--- src/rtl/median_feeder.sv ---
// Collects a 3x3 window of pixels, streams it to an external median filter as a
// 9-cycle strobed burst, then captures the filter's result and hands it downstream.
module median_feeder #(
  parameter int W   = 8,
  parameter int TMO = 64
) (
  input  logic         CLK,
  input  logic         RST,
  input  logic [W-1:0] IN_DATA,
  input  logic         IN_VALID,
  output logic         IN_READY,
  output logic [W-1:0] DI,
  output logic         DSI,
  input  logic [W-1:0] DO,
  input  logic         DSO,
  output logic [W-1:0] OUT_DATA,
  output logic         OUT_VALID,
  input  logic         OUT_READY,
  output logic         BUSY,
  output logic         TMO_ERR
);

  localparam int TW = (TMO > 2) ? $clog2(TMO) : 1;

  localparam logic [1:0] S_LOAD = 2'd0;
  localparam logic [1:0] S_SEND = 2'd1;
  localparam logic [1:0] S_WAIT = 2'd2;
  localparam logic [1:0] S_OUT  = 2'd3;

  logic [1:0]    r_state;
  logic [3:0]    r_cnt;
  logic [TW-1:0] r_tcnt;
  logic [W-1:0]  r_buf [0:8];
  logic [W-1:0]  r_out_data;
  logic          r_tmo_err;

  logic w_load;
  logic w_send;
  logic w_accept;
  logic w_tmo_hit;

  assign w_load    = (r_state == S_LOAD);
  assign w_send    = (r_state == S_SEND);
  assign w_accept  = w_load && IN_VALID;
  assign w_tmo_hit = (r_tcnt == TW'(TMO - 1));

  // Window storage needs no reset: every slot is rewritten before it is sent.
  always_ff @(posedge CLK) begin
    if (w_accept) begin
      r_buf[r_cnt] <= IN_DATA;
    end
  end

  always_ff @(posedge CLK or posedge RST) begin
    if (RST) begin
      r_state    <= S_LOAD;
      r_cnt      <= 4'd0;
      r_tcnt     <= '0;
      r_out_data <= '0;
      r_tmo_err  <= 1'b0;
    end else begin
      case (r_state)
        S_LOAD: begin
          if (IN_VALID) begin
            if (r_cnt == 4'd8) begin
              r_cnt   <= 4'd0;
              r_state <= S_SEND;
            end else begin
              r_cnt <= r_cnt + 4'd1;
            end
          end
        end
        S_SEND: begin
          if (r_cnt == 4'd8) begin
            r_cnt   <= 4'd0;
            r_tcnt  <= '0;
            r_state <= S_WAIT;
          end else begin
            r_cnt <= r_cnt + 4'd1;
          end
        end
        S_WAIT: begin
          // A result arriving on the last permitted cycle still wins over the timeout.
          if (DSO) begin
            r_out_data <= DO;
            r_tcnt     <= '0;
            r_state    <= S_OUT;
          end else if (w_tmo_hit) begin
            r_tmo_err <= 1'b1;
            r_tcnt    <= '0;
            r_state   <= S_LOAD;
          end else begin
            r_tcnt <= r_tcnt + TW'(1);
          end
        end
        S_OUT: begin
          if (OUT_READY) begin
            r_state <= S_LOAD;
          end
        end
        default: r_state <= S_LOAD;
      endcase
    end
  end

  // Strobe and pixel are decoded from state so an asynchronous reset drops them at once.
  assign DSI       = w_send;
  assign DI        = w_send ? r_buf[r_cnt] : '0;
  assign IN_READY  = w_load;
  assign OUT_VALID = (r_state == S_OUT);
  assign OUT_DATA  = r_out_data;
  assign BUSY      = !(w_load && (r_cnt == 4'd0));
  assign TMO_ERR   = r_tmo_err;

endmodule
--- config.mk ---
export PLATFORM = sky130hd
export DESIGN_NAME = median_feeder
export DESIGN_NICKNAME = d
export VERILOG_FILES = /design/src/rtl/median_feeder.sv
export SDC_FILE = /design/constraint.sdc
export NUM_CORES = 1
export LEC_CHECK = 0
export BUFFER_PORTS_ARGS = -buffer_cell sky130_fd_sc_hd__buf_2
export CAP_MARGIN = 15
export CORE_MARGIN = 5
export CORE_UTILIZATION = 32
export CTS_CLUSTER_SIZE = 20
export DETAILED_ROUTE_END_ITERATION = 10
export PLACE_DENSITY = 0.52
export SYNTH_ARGS = -nofsm -noshare
export SYNTH_HDL_FRONTEND = slang
export SYNTH_SLANG_ARGS = --single-unit
export TNS_END_PERCENT = 100
--- constraint.sdc ---
create_clock -name CLK -period 1.85 [get_ports CLK]
set_clock_uncertainty 0.1 [all_clocks]
set_input_delay 0.0925 -clock CLK [delete_from_list [all_inputs] [get_ports CLK]]
set_output_delay 0.0925 -clock CLK [all_outputs]
set_load 0.02 [all_outputs]
# Yosys cells after proc, flatten, opt, wreduce, memory -nomap -nowiden
# Memories as Yosys holds them, arrays and structs flattened.
# Index checks and enable logic that the tools add are counted.
[totals] register_bits=21 output_inout_bits=21 mem_count=1 ramBits=72
[classes] add_sub_neg=2 mux=17 eq_ne=10 bitwise_logic=1 reduce_logical=12
[memory_table] memory="r_buf" words=9 word_bits=8 rd=1 rd_ports_with_merged_regs=0 wr=1 line="33" source="logic [W-1:0] r_buf [0:8];"
[ops] cell="$mux 6" n=3
[ops] cell="$mux 2" n=6
[ops] cell="$pmux 6 s2" n=1
[ops] cell="$mux 4" n=2
[ops] cell="$mux 8" n=1
[ops] cell="$pmux 2 s4" n=1
[ops] cell="$pmux 4 s2" n=1
[ops] cell="$add 6x1->6 const B" n=1
[ops] cell="$eq 6x6->1 const B" n=1
[ops] cell="$ne 2x1->1 const B" n=3
[ops] cell="$reduce_and 2->1" n=3
[ops] cell="$reduce_and 5->1" n=1
[ops] cell="$add 4x1->4 const B" n=1
[ops] cell="$eq 2x2->1 const B" n=2
[ops] cell="$eq 4x4->1 const B" n=1
[ops] cell="$logic_not 4->1" n=1
[ops] cell="$reduce_bool 2->1" n=2
[ops] cell="$ne 3x3->1 const B" n=1
[ops] cell="$reduce_and 3->1" n=1
[ops] cell="$eq 2x1->1 const B" n=1
[ops] cell="$logic_and 1x1->1" n=2
[ops] cell="$logic_not 2->1" n=1
[ops] cell="$mux 1" n=2
[ops] cell="$ne 2x2->1 const B" n=1
[ops] cell="other kinds (2)" n=2

# Longest topological paths before layout
[logic_depth] word_depth=4 ltp_mapped=8 depth_no_buf=6

# Worst setup path after synthesis
# No wires, ideal clock.
[synth_timing] path_kind="reg2reg" startpoint="register r_cnt[1]" endpoint="memory r_buf[8][0], enable pin" path_stages_with_launch=7 path_buffers=2 setup_slack_ps=-113 required_time_ps=1418 period_less_slack_ps=1963 setup_ps=332 arrival_time_ps=1531 cell_sequence="dfrtp_1 > buf_4 > buf_2 > inv_1 > ha_1 > and3b_1 > and3_1"
[synth_lines] item="start, declared" line="31" source="logic [3:0] r_cnt;"
[synth_lines] item="start signal, assigned" line="69" source="r_cnt <= r_cnt + 4'd1;"
[synth_lines] item="start signal, assigned" line="79" source="r_cnt <= r_cnt + 4'd1;"
[synth_lines] item="end, declared" line="33"
# Straight into the memory's write port.

# Worst setup path after layout
[layout_timing] startpoint="register r_cnt[1]" endpoint="output DI[6]"
[layout_via] elab_chain_len=2
[layout_lines] item="$mem_v2 9x8"
[layout_lines] item="$mux 8" line="108" source="assign DI = w_send ? r_buf[r_cnt] : '0;"
[layout_lines] item="end, declared" line="12" source="output logic [W-1:0] DI,"
# No other way between the ends.

==> results.md <==
- The headroom to the max-slew limit is 72.2%.
- No sink is reached through more buffers than the 2 on the longest clock path.
- The layout net count is 366.
- The CTS tree is yes.
- The count of TritonRoute iterations in the first routing pass is 4.
- For this design the static power due to leakage is approximately 2 nW.
- The number of max-cap violations is 0.
- The number of ports placed on the die boundary is between 40 and 50.
- The number of different library cells in the post-synthesis netlist is 37.
- STA classifies the critical path startpoint as a flip-flop.
- The number of instances in the synthesized netlist is 247.
- The total wirelength of the detailed-routed design is 8.59 mm.
- The initial utilization of the core area, before any placement, comes to 32.4%.
- The violation count after the first detailed-route iteration is 122.
- The final-report max-slew violation count is 0.
- The clock net in this run drives a total of 93 sinks.
- The final hold violation count is 0.
- In this run the mean area of a mapped cell was 15.7 um^2.
- Row generation in the floorplan step produced 40 rows.
- The number of antenna-violating nets in the routed design is 0.
- The y dimension of the die is 120 um.
- In the post-route analysis, the smallest setup slack over all paths is -0.163 ns.
- The worst register-to-register path begins at r_cnt[1].
- The element type at the critical path end is an output port.
- Yosys mapped a number of flops with a built-in enable equal to 72.
- Of all flip-flops after synthesis, the portion carrying an async set or reset was 22.6%.
- STA puts the critical path data required time at ~1.7 ns.
- The cell with the largest stage delay on the worst path is sky130_fd_sc_hd__mux4_2.
- The worst min-delay path startpoint is IN_VALID.
- The number of synthesized register bits is 93.
- The number of antenna repair diodes is 0.
- At the end of routability-driven placement, the weighted congestion stood at 0.752.
- The clock reaches the later pin of the worst-skew pair after between 0.3 and 0.4 ns.
- After synthesis, the cell types taking the most area are sky130_fd_sc_hd__edfxtp_1, sky130_fd_sc_hd__dfrtp_1, sky130_fd_sc_hd__mux2_2.
- Among all flip-flop cells after synthesis, the most frequent one is sky130_fd_sc_hd__edfxtp_1.
- The cell at the root of the clock tree is sky130_fd_sc_hd__clkbuf_16.
- For this run the aggregate overflow at the end of global routing stands at 0.
- The critical path's top delay family is multiplexers.
- In this run the power density over the cells is 1470 nW/um^2.
- The critical path's largest stage delay is 0.47 ns.
- Once detailed placement completed, the half-perimeter wirelength came to 5.67 mm.
- Of the post-synthesis cell area, the dominant cell type holds 55.8%.
- The CTS clock-pin slew for the worst setup and hold paths is 0.06 ns.
- The worst setup slack before clock tree synthesis is -0.0119 ns.
- Counting both buffers and inverters, the worst setup path holds a total of 2.
- The core region is 12000 um^2.
- The H-tree was split into 3 levels.
- The dominant cell type by area after synthesis is sky130_fd_sc_hd__edfxtp_1.
- The routed via count divided by cell count is 4.81.
- The full die area is roughly 14000 um^2.
- The maximum clock rate is 497 MHz.
- The die is 120 um wide.
- In this run the worst setup path begins at r_cnt[1].
- The via count of the first global-routing pass is 2445.
- The critical path data arrival time is between 1.5 and 2 ns.
- The critical path class is flip-flop to output port.
- The signal on the critical path passes through buf_6, mux2i_1, mux4_2, a21oi_2, buf_4.
- The wire length of the first global-routing pass is 13.4 mm.
- The initial antenna violation count is 0.
- The path class of the lowest-slack min-delay path is input pin to flip-flop.
- The total routing usage reported by global routing is 12.5%.
- The post-route netlist has 38.0% of its cells at a drive strength greater than 1.
- The portion of the clock cycle consumed by the worst path in the final layout is 109%.
- In this run the tool buffered the top-level ports with 41 buffer cells.
- Counting the buffers created by CTS gives 9.
- The total number of vias is 2368.
- Of all nets on the critical path, the largest fanout is 8.
- Across the VDD grid, the largest voltage drop is 761 uV.
- The largest net degree at the start of global routing is 22.
- Setup violations remaining at the end of the flow were counted as 8.
- Synthesis produced a netlist with a net count of between 200 and 300.
- The remaining routing DRC violations is 0.
- Setup repair after global routing could not meet its margin everywhere.
- Sequential cells were found to cover 69.3% of the synthesized design area.
- The synthesized cell area is 3880 um^2.
- Across all register-to-register paths, the minimum setup slack is about 0.12 ns.
- During synthesis, Yosys emitted a total of 0 warnings.
- The flow ran to the end, but the final reports show violations.
- The signed area change from the synthesized netlist to the final layout is 30.7%.
- The minimum period implied by the final worst setup slack is 2.01 ns.
- The wire length per cell is 17.5 um.
- Cells fill 42.4% of the core in the end.
- The transition time at the pin with the least slew margin is 0.416 ns.
- The filler cells instantiated in the layout total 1106.
- The final reports fail on negative setup slack.
layer usage:
metal	global-route usage, %	vias up	wire length (um)
met4	4.08	0	95
met1	15.8	1172	3900
met3	4.52	6	469
met5	0	-	0
li1	-	1134	-
met2	20.0	56	4130
cell families after synthesis:
family	Yosys count	share of synthesized area (%)
adder cells (fa/ha/maj)	5	1.61
buffers and inverters	15	1.97
AO/OA/AOI/OAI	40	6.23
XOR/XNOR	1	0.226
AND/OR/NAND/NOR	55	7.58
flip-flops	93	69.3
multiplexers	38	13.1
cells in the mapped netlist (3+ instances only):
| library cell | count |
|---|---|
| sky130_fd_sc_hd__a21oi_1 | 6 |
| sky130_fd_sc_hd__a22oi_1 | 6 |
| sky130_fd_sc_hd__a31oi_1 | 9 |
| sky130_fd_sc_hd__and2_1 | 9 |
| sky130_fd_sc_hd__and3_1 | 3 |
| sky130_fd_sc_hd__buf_2 | 4 |
| sky130_fd_sc_hd__dfrtp_1 | 21 |
| sky130_fd_sc_hd__edfxtp_1 | 72 |
| sky130_fd_sc_hd__ha_1 | 5 |
| sky130_fd_sc_hd__inv_1 | 7 |
| sky130_fd_sc_hd__mux2_2 | 21 |
| sky130_fd_sc_hd__mux2i_1 | 9 |
| sky130_fd_sc_hd__mux4_2 | 8 |
| sky130_fd_sc_hd__nand2_1 | 19 |
| sky130_fd_sc_hd__nand3_1 | 3 |
| sky130_fd_sc_hd__nor2_1 | 7 |
| sky130_fd_sc_hd__o21ai_0 | 13 |
final cells by class:
type                       instances  area (um^2)  area share, %
sequential                        93         2690           53.1
multi-input combinational        139         1160           22.9
timing repair buffer              90          726           14.3
clock buffer                       9          225           4.44
tap                              147          184           3.63
clock inverter                     7         57.6           1.14
inverter                           7         26.3          0.519
registers in the layout (all words and copies together) (netlist names):
name and cells:
r_buf 72, OUT_DATA 8, r_tcnt 6, r_cnt 4, r_state 2, TMO_ERR 1
timing repair:
item | in CTS | in global routing
setup buffers | 0 | 1
gates resized for setup | 8 | 18
pin swaps | 2 | 8
endpoints found under the hold margin | 103 | 0
hold buffers | 19 | 0
cloned | 0 | 2
endpoints found under the setup margin | 16 | 19
worst register-to-register path: cells and delay by family (launching register included):
kind / cells / cell delay [ns]
adder cells (fa/ha/maj): 1 / 0.24
buffers and inverters: 1 / 0.11
AND/OR/NAND/NOR: 2 / 0.53
flip-flops: 1 / 0.44
final timing paths:
check / end / cells after the start
worst max-delay path: DI[6] / 5
worst min-delay path: r_cnt[3] / 4
worst max register to register: r_buf[8][3] / 4
worst min register to register: TMO_ERR / 1
max in group asynchronous: r_cnt[0] / 4
min in group asynchronous: OUT_DATA[5] / 4
cell usage in the layout, fill, tap and decap left out, drive strengths merged, types with 3 or more instances in the layout:
cell | netlist | routed
a21oi | 6 | 6
a22oi | 6 | 6
a31oi | 9 | 9
and2 | 9 | 9
and3 | 3 | 3
buf | 7 | 69
clkbuf | 1 | 11
dfrtp | 21 | 21
dlygate4sd3 | 0 | 19
edfxtp | 72 | 72
ha | 5 | 5
inv | 7 | 10
mux2 | 21 | 21
mux2i | 9 | 9
mux4 | 8 | 8
nand2 | 19 | 19
nand3 | 3 | 3
nor2 | 7 | 7
nor3 | 3 | 3
o21ai | 14 | 14
power breakdown:
part	total (mW)	leakage, nW	switching [mW]	internal (mW)
registers	2.71	0.918	0.172	2.53
clock network	1.72	0.134	0.789	0.928
logic	3.03	0.902	1.61	1.42
metrics by stage:
stage / area (um^2) / total power [mW] / setup TNS (ns) / hold slack [ns] / std cells
finish: 5070 / 7.45 / -0.930 / 0.142 / 492
global route: 5070 / 7.91 / -1.66 / 0.161 / 492
CTS: 4950 / 7.25 / -1.21 / 0.132 / 489
detailed placement: 4450 / 5.40 / -0.0885 / 0.0406 / 454
global placement: 4450 / 5.36 / -0.0142 / 0.0402 / 454
floorplan: 3890 / 4.42 / -0.00905 / -0.0310 / 247
Power figures use the tool's default switching activity.
